<file path="config.mk">
export PLATFORM = sky130hd
export DESIGN_NAME = fetch_stage
export DESIGN_NICKNAME = d
export VERILOG_FILES = /design/src/rtl/cpu_pkg.sv /design/src/rtl/if_id_reg.sv /design/src/rtl/fetch_stage.sv
export SDC_FILE = /design/constraint.sdc
export NUM_CORES = 1
export LEC_CHECK = 0
export CORE_MARGIN = 2
export CORE_UTILIZATION = 41
export DETAILED_ROUTE_END_ITERATION = 8
export DONT_BUFFER_PORTS = 1
export SYNTH_ARGS = -nofsm -noshare
export SYNTH_HDL_FRONTEND = slang
export SYNTH_SLANG_ARGS = --single-unit
</file>
<file path="constraint.sdc">
create_clock -name clk -period 2.1 [get_ports clk]
set_input_delay 0.42 -clock clk [delete_from_list [all_inputs] [get_ports clk]]
set_output_delay 0.42 -clock clk [all_outputs]
set_load 0.005 [all_outputs]
</file>
<file path="src/rtl/cpu_pkg.sv">
// rtl/cpu_pkg.sv - shared CPU constants and fetch state encoding
package cpu_pkg;

    localparam logic [3:0]  HLT_OPCODE = 4'hF;
    localparam logic [15:0] NOP_INSTR  = 16'h0000;

    typedef enum logic [1:0] {
        RUN  = 2'd0,
        WAIT = 2'd1,
        HALT = 2'd2
    } fetch_state_e;

    function automatic logic is_halt_instr(input logic [15:0] instr);
        return instr[15:12] == HLT_OPCODE;
    endfunction

endpackage

</file>
<file path="src/rtl/if_id_reg.sv">
// rtl/if_id_reg.sv - IF/ID pipeline register with load, clear and hold controls
module if_id_reg
    import cpu_pkg::*;
#(
    parameter int DW = 16
) (
    input  logic          clk,
    input  logic          rst_n,
    input  logic          load_i,
    input  logic          clear_i,
    input  logic          hold_i,
    input  logic [DW-1:0] instr_i,
    input  logic [DW-1:0] pc_i,
    output logic [DW-1:0] instr_o,
    output logic [DW-1:0] pc_o,
    output logic          valid_o
);

    logic [DW-1:0] instr_q, instr_d;
    logic [DW-1:0] pc_q, pc_d;
    logic          valid_q, valid_d;

    // Clear beats hold so a redirect can kill a stalled instruction.
    always_comb begin
        instr_d = instr_q;
        pc_d    = pc_q;
        valid_d = valid_q;
        if (clear_i) begin
            valid_d = 1'b0;
        end else if (!hold_i && load_i) begin
            instr_d = instr_i;
            pc_d    = pc_i;
            valid_d = 1'b1;
        end
    end

    always_ff @(posedge clk or negedge rst_n) begin
        if (!rst_n) begin
            instr_q <= NOP_INSTR;
            pc_q    <= '0;
            valid_q <= 1'b0;
        end else begin
            instr_q <= instr_d;
            pc_q    <= pc_d;
            valid_q <= valid_d;
        end
    end

    assign instr_o = instr_q;
    assign pc_o    = pc_q;
    assign valid_o = valid_q;

endmodule

</file>
<file path="src/rtl/fetch_stage.sv">
// rtl/fetch_stage.sv - instruction fetch stage; FETCH_PERF_EN adds fetch/wait counters
module fetch_stage
    import cpu_pkg::*;
#(
    parameter logic [15:0] RESET_PC = 16'h0000,
    parameter int          DW       = 16
) (
    input  logic          clk,
    input  logic          rst_n,
    input  logic [DW-1:0] pc_next,
    output logic [DW-1:0] pc_cur,
    output logic          imem_req,
    output logic [DW-1:0] imem_addr,
    input  logic [DW-1:0] imem_rdata,
    input  logic          imem_ready,
    input  logic          stall,
    input  logic          flush,
    output logic [DW-1:0] if_id_instr,
    output logic [DW-1:0] if_id_pc,
    output logic          if_id_valid,
    output logic          halted
`ifdef FETCH_PERF_EN
    ,
    output logic [15:0]   perf_fetch_cnt,
    output logic [15:0]   perf_wait_cnt
`endif
);

    fetch_state_e  state_q, state_d;
    logic [DW-1:0] pc_q, pc_d;
    logic [DW-1:0] redirect_q, redirect_d;
    logic          pending_q, pending_d;
    logic          halted_q, halted_d;
    logic          req_en_q;
    logic          ifid_load;
    logic          ifid_clear;
    logic          is_hlt;

    assign is_hlt = is_halt_instr(imem_rdata);

    always_comb begin
        state_d    = state_q;
        pc_d       = pc_q;
        redirect_d = redirect_q;
        pending_d  = pending_q;
        halted_d   = halted_q;
        ifid_load  = 1'b0;
        ifid_clear = 1'b0;
        case (state_q)
            RUN: begin
                // The first cycle after reset only raises the request.
                if (req_en_q) begin
                    if (flush) begin
                        pc_d       = pc_next;
                        ifid_clear = 1'b1;
                    end else if (imem_ready) begin
                        if (!stall) begin
                            ifid_load = 1'b1;
                            if (is_hlt) begin
                                state_d  = HALT;
                                halted_d = 1'b1;
                            end else begin
                                pc_d = pc_next;
                            end
                        end
                    end else begin
                        state_d    = WAIT;
                        ifid_clear = !stall;
                    end
                end
            end
            WAIT: begin
                if (flush) begin
                    ifid_clear = 1'b1;
                    if (imem_ready) begin
                        pc_d      = pc_next;
                        pending_d = 1'b0;
                        state_d   = RUN;
                    end else begin
                        redirect_d = pc_next;
                        pending_d  = 1'b1;
                    end
                end else if (imem_ready) begin
                    state_d = RUN;
                    if (pending_q) begin
                        pc_d       = redirect_q;
                        pending_d  = 1'b0;
                        ifid_clear = 1'b1;
                    end else if (!stall) begin
                        ifid_load = 1'b1;
                        if (is_hlt) begin
                            state_d  = HALT;
                            halted_d = 1'b1;
                        end else begin
                            pc_d = pc_next;
                        end
                    end
                end else begin
                    ifid_clear = !stall;
                end
            end
            HALT: begin
                if (flush) begin
                    pc_d       = pc_next;
                    halted_d   = 1'b0;
                    ifid_clear = 1'b1;
                    state_d    = RUN;
                end else begin
                    ifid_clear = !stall;
                end
            end
            default: begin
                state_d = RUN;
            end
        endcase
    end

    always_ff @(posedge clk or negedge rst_n) begin
        if (!rst_n) begin
            state_q    <= RUN;
            pc_q       <= RESET_PC;
            redirect_q <= '0;
            pending_q  <= 1'b0;
            halted_q   <= 1'b0;
            req_en_q   <= 1'b0;
        end else begin
            state_q    <= state_d;
            pc_q       <= pc_d;
            redirect_q <= redirect_d;
            pending_q  <= pending_d;
            halted_q   <= halted_d;
            req_en_q   <= 1'b1;
        end
    end

    if_id_reg #(.DW(DW)) u_if_id_reg (
        .clk     (clk),
        .rst_n   (rst_n),
        .load_i  (ifid_load),
        .clear_i (ifid_clear),
        .hold_i  (stall),
        .instr_i (imem_rdata),
        .pc_i    (pc_q),
        .instr_o (if_id_instr),
        .pc_o    (if_id_pc),
        .valid_o (if_id_valid)
    );

    assign pc_cur    = pc_q;
    assign imem_addr = pc_q;
    assign imem_req  = req_en_q && (state_q != HALT);
    assign halted    = halted_q;

`ifdef FETCH_PERF_EN
    logic [15:0] fetch_cnt_q, fetch_cnt_d;
    logic [15:0] wait_cnt_q, wait_cnt_d;

    always_comb begin
        fetch_cnt_d = fetch_cnt_q;
        wait_cnt_d  = wait_cnt_q;
        if (ifid_load && !ifid_clear && !stall && fetch_cnt_q != 16'hFFFF) begin
            fetch_cnt_d = fetch_cnt_q + 16'd1;
        end
        if (state_q == WAIT && wait_cnt_q != 16'hFFFF) begin
            wait_cnt_d = wait_cnt_q + 16'd1;
        end
    end

    always_ff @(posedge clk or negedge rst_n) begin
        if (!rst_n) begin
            fetch_cnt_q <= '0;
            wait_cnt_q  <= '0;
        end else begin
            fetch_cnt_q <= fetch_cnt_d;
            wait_cnt_q  <= wait_cnt_d;
        end
    end

    assign perf_fetch_cnt = fetch_cnt_q;
    assign perf_wait_cnt  = wait_cnt_q;
`endif

endmodule
</file>
# Yosys cells after proc, flatten, opt, wreduce, memory -nomap -nowiden
# Index checks and enable logic that the tools add are counted.
[totals]
ff_bits = 70
[classes]
n_eq_ne = 14
bitwise = 2
reduce_logical = 13
mux = 55
[ops]
columns = ["cell", "n"]
rows = [
  ["16-bit 2-to-1 mux", 10],
  ["16-bit case mux with 3 select lines", 1],
  ["1-bit 2-to-1 mux", 28],
  ["2-bit 2-to-1 mux", 12],
  ["2-bit != test, second input constant", 8],
  ["3-bit != test, second input constant", 3],
  ["8-bit AND reduction", 1],
  ["1-bit case mux with 3 select lines", 2],
  ["2-bit case mux with 3 select lines", 1],
  ["6-bit AND reduction", 1],
  ["5-bit AND reduction", 1],
  ["4-bit equality test, second input constant", 1],
  ["2-bit AND reduction", 2],
  ["2-bit nonzero test", 2],
  ["3-bit AND reduction", 1],
  ["3-bit nonzero test", 1],
  ["2-bit by 1-bit equality test with 1-bit output, second input constant", 1],
  ["2-bit equality test, second input constant", 1],
  ["1-bit logical AND", 2],
  ["2-bit zero test", 1],
  ["1-bit NOT", 2],
  ["1-bit case mux with 2 select lines", 1],
  ["1-bit zero test", 1],
]

# Logic depth before layout (Yosys ltp)
[logic_depth]
word_depth = 8
depth_mapped = 10

# By module
# A second synthesis with hierarchy kept.
[hier_totals]
cells_unflattened = 397
hier_area_um2 = 3936.3
[modules_own_cells]
columns = ["mod", "instances", "cells_per_inst", "area_each_um2"]
rows = [
  ["fetch_stage", 1, 325, 2682.6],
  ["if_id_reg", 1, 72, 1253.7],
]

# Least setup slack after synthesis
# Ideal clock, no wire load.
[synth_timing]
path_kind = "reg-to-reg"
start = "reg state_q[0]"
end = "reg u_if_id_reg.instr_q[15] (netlist: u_if_id_reg.instr_o[15])"
t_arrival_ps = 1912
slack_ps = 63
path_stages_with_launch = 10
required_ps = 1975
path_cell_list = "dfrtp_1 -> inv_1 -> ha_1 -> nand2_1 -> nor3_1 -> o31ai_1 -> and2_1 -> buf_2 -> buf_4 -> mux2_2"
[synth_via]
elab_chain_len = 4
elab_cells_between_ends = 8
[synth_lines]
columns = ["item", "line_no", "text"]
rows = [
  ["start: declaration", "fetch_stage.sv:29", "fetch_state_e state_q, state_d;"],
  ["start signal: assignment", "fetch_stage.sv:127", "state_q <= state_d;"],
  ["2-bit equality test (tied with other cells)", "fetch_stage.sv:49", "case (state_q)"],
  ["1-bit case mux with 3 select lines / 1-bit case mux with 2 select lines (equally long branches)", "fetch_stage.sv:49", ""],
  ["1-bit NOT (no line) / 1-bit logical AND (equally long branches)", "-", ""],
  ["2-bit AND reduction (no line) *", "-", ""],
  ["end signal: assignment", "if_id_reg.sv:43", "instr_q <= instr_d;"],
  ["end: declaration", "if_id_reg.sv:19", "logic [DW-1:0] instr_q, instr_d;"],
]
# Mark *: on every way between the ends. The rest lies on a longest branch, timed or not.
# A chain may end at the register's enable or synchronous reset.

# Worst setup path after layout
[layout_timing]
start = "reg state_q[0]"
end = "reg pc_q[2] (netlist: imem_addr[2])"
[layout_via]
elab_chain_len = 3
elab_cells_between_ends = 10
[layout_lines]
columns = ["item", "line_no", "text"]
rows = [
  ["2-bit equality test (tied with other cells)", "fetch_stage.sv:49", ""],
  ["2-bit != test (no line) (tied with other cells)", "-", ""],
  ["5-bit AND reduction (no line)", "-", ""],
  ["end signal: assignment", "fetch_stage.sv:128", "pc_q <= pc_d;"],
  ["end: declaration", "fetch_stage.sv:30", "logic [DW-1:0] pc_q, pc_d;"],
]
# Several ways; a longest one is shown, not always the timed one.

==> metrics.md <==
| Metric | Value |
|---|---|
| Reg2reg setup slack | `0.04 ns` |
| Largest net degree at the start of global routing | `71` |
| Switching share of power | `38.9%` |
| Final setup vio count | `0` |
| Setup TNS | `0 ns` |
| Crit path time final | `2.06 ns` |
| Max-cap violations | `0` |
| ANT cells | `0` |
| Post-Syn Area per Cell | `9.53 µm²` |
| Area leader, netlist | `dfrtp_1` |
| RSZ-0062 raised after global routing | `yes` |
| FFs w/ async S/R, synth | `100%` |
| Commonest non-fill, non-tap cell in the layout | `dfrtp_1` |
| Post-synthesis cell count | `395` |
| Critical path class | `reg -> reg` |
| Number of global-route vias before repair | `2,979` |
| Peak supply drop | `0.000626 V` |
| Core ar. | `0.00881 mm²` |
| Root buffer cell | `clkbuf_8` |
| Antenna violations before repair | `0` |
| Syn. warnings | `0` |
| CP Capture Type | `register` |
| Layout cells sized above 1 | `28.1%` |
| Util after Layout | `49.2%` |
| Final Cell Area | `0.00433 mm²` |
| Post-synth cell types | `42` |
| Routed WL per cell | `19.7 µm` |
| Fmax achieved | `0.484 GHz` |
| H-tree Lvls | `3` |
| Vias per cell | `5.92` |
| Yosys top cell area share | `46.5%` |
| Detailed-route DRC error count | `0` |
| IO buf count | `0` |
| Cell family with most CP delay | `simple AND/OR/NAND/NOR gates` |
| Outcome | `finished, final reports clean` |
| Initial core utilization | `42.7%` |
| GRT overflow | `0` |
| Netlist Area Pre-Place | `0.00376 mm²` |
| Worst Path Required | `2.38 ns` |
| Cell chain of the critical path | `inv_2 -> ha_4 -> mux2i_1 -> a21oi_4 -> nand3_4 -> or4_1 -> a2bb2oi_2` |
| Leak Pwr | `1.87 nW` |
| Final period utilization | `98.3%` |
| Post-Place Cells | `486` |
| Psw | `0.00248 W` |
| Worst r2r src | `state_q[0]$_DFFE_PN0P_` |
| Worst setup path start | `state_q[0]$_DFFE_PN0P_` |
| Synth Flop Type | `dfrtp_1` |
| I/O Pins | `104` |
| Worst-skew pair later-pin latency | `0.34 ns` |
| Pint | `0.00389 W` |
| Initial DRC Count | `190` |
| Layout Cells excl Fill | `510` |
| Pwr dens | `1470 mW/mm²` |
| Critical Path AT | `2.34 ns` |
| Setup crit start kind | `register` |
| GP Congestion | `0.804` |
| Sequential fraction of the synthesis area | `46.5%` |
| First-pass GRT wire length | `15,500 µm` |
| Routed Antenna Nets | `0` |
| Worst Hold Class | `in -> reg` |
| CTS tree | `done` |
| Max Root-Sink Buffers | `2` |
| Post-Route WL | `10,000 µm` |
| Final nets | `438` |
| Crit-path max FO | `7` |
| Seq pwr share | `42.0%` |
| Clock slew at reported path FFs | `0.08 ns` |
| Clock sink total | `70` |
| Hold Crit Start | `imem_ready` |
| Clk pwr share | `17.3%` |
| Die Height | `99.8 µm` |
| DP Wirelength | `6220 µm` |
| Hold Fails Final Rpt | `0` |
| DIE AREA | `0.00996 mm²` |
| Syn_nets | `436` |
| DR vias | `3,017` |
| GRT Total Usage | `20.1%` |
| Seq cells post-synth | `70` |
| Cts bufs inserted | `9` |
| Most frequent cells in the layout | `dfrtp_1, nor2_1, mux2_2, nor3_1, buf_4` |
| Rows | `34` |
| Top post-synthesis cells by area | `dfrtp_1, mux2_2, nor2_1` |
| EDFF count, synth | `0` |
| Chip width | `99.8 µm` |
| Slowest CP cell | `or4_1` |
| Layout Skew | `0.00538 ns` |
| Slew Limit Fails | `0` |
| Combinational Power Share | `40.6%` |
| CP peak stage delay | `0.58 ns` |
| Crit path buffers/inverters | `1` |
| Number of fill cells | `825` |
| DR pass1 iterations | `4` |
| DP Area | `0.00386 mm²` |
| Area Growth Syn to Fin | `15.0%` |
## final cells by class
type | instances | area [µm²] | area share, %
clock buffer | 11 | 141 | 3.27
clock inverter | 5 | 58.8 | 1.36
inverter | 21 | 78.8 | 1.82
multi-input combinational | 260 | 1820 | 42.1
sequential | 70 | 1750 | 40.5
tap | 108 | 135 | 3.12
timing repair buffer | 35 | 343 | 7.92
## worst register-to-register path, stage by stage (launching register included)
cell and delay (ns):
dfrtp_1 0.36, inv_2 0.08, ha_4 0.30, mux2i_1 0.10, a21oi_4 0.25, nand3_4 0.18
or4_1 0.58, a2bb2oi_2 0.13
## metal layers
metal / global-route usage [%] / routed length [µm] / up-vias
met1: 25.4 / 4190 / 1451
met2: 31.9 / 4740 / 159
met4: 7.38 / 177 / 0
li1: - / - / 1391
met5: 0 / 0 / -
met3: 6.96 / 931 / 16
## Yosys cell counts, types with 2 or more instances
cell / instances
inv_1: 20
a311oi_1: 2
a21o_1: 2
mux2_2: 33
o22ai_1: 14
or4_1: 14
buf_1: 2
nand2b_1: 2
ha_1: 4
clkbuf_1: 13
buf_2: 8
o21ai_0: 18
nor3_1: 32
nor4_1: 2
nand3_1: 4
and2_1: 2
dfrtp_1: 70
nor2_1: 45
a2bb2oi_1: 14
buf_4: 21
nand2_1: 25
nor2b_1: 6
a31oi_1: 14
a21oi_1: 10
## logic make-up (layout without fill, tap and decap cells)
| group | Yosys count | in the layout | synth area share (%) |
|---|---|---|---|
| buffers and inverters | 66 | 72 | 9.14 |
| DFF | 70 | 70 | 46.5 |
| muxes | 34 | 34 | 10.1 |
| adders and majority gates | 4 | 4 | 1.33 |
| and+or+nand+nor | 136 | 137 | 17.6 |
| AOI/OAI and AO/OA | 84 | 84 | 15.1 |
| other | 1 | 1 | 0.0996 |
## registers in the layout (all words and copies together) (netlist names), 2 cells and up
signal and cells:
u_if_id_reg.pc_o 16, imem_addr 16, state_q 2, redirect_q 16, u_if_id_reg.instr_o 16
## power groups by stage
stage,Combinational (W),Sequential [W],Clock (W)
final,0.00259,0.00268,0.00111
after global routing,0.00285,0.00279,0.00119
after CTS,0.00232,0.00269,0.00114
after detailed placement,0.00221,0.00271,0
after global placement,0.00215,0.00269,0
after floorplan,0.00195,0.00247,0
## worst paths after layout
path | end | depth (start not counted)
min in group asynchronous | redirect_q[1]$_DFFE_PN0P_ | 2
hold reg to reg | redirect_q[14]$_DFFE_PN0P_ | 2
hold / removal | pending_q$_DFFE_PN0P_ | 1
setup reg to reg | imem_addr[2]$_DFFE_PN0P_ | 7
setup / recovery | imem_addr[2]$_DFFE_PN0P_ | 7
max in group asynchronous | imem_addr[10]$_DFFE_PN0P_ | 2
## what timing repair did
item | 4_1_cts | 5_1_grt
hold endpoints to repair | 70 | 0
hold buffers | 2 | 0
setup endpoints to repair | 40 | 47
gates cloned | 1 | 2
pin swaps | 2 | 6
setup buffers | 3 | 0
resized for setup | 5 | 27
## per-stage QoR
step | setup WS [ns] | total power (W) | hold WS (ns)
floorplan | 0.0631 | 0.00442 | 0.124
global placement | 0.0412 | 0.00484 | 0.126
detailed placement | -0.0343 | 0.00492 | 0.126
CTS | 0.0335 | 0.00616 | 0.144
global route | -0.0441 | 0.00684 | 0.136
finish | 0.0355 | 0.00637 | 0.157
(Power assumes the default switching activity.)
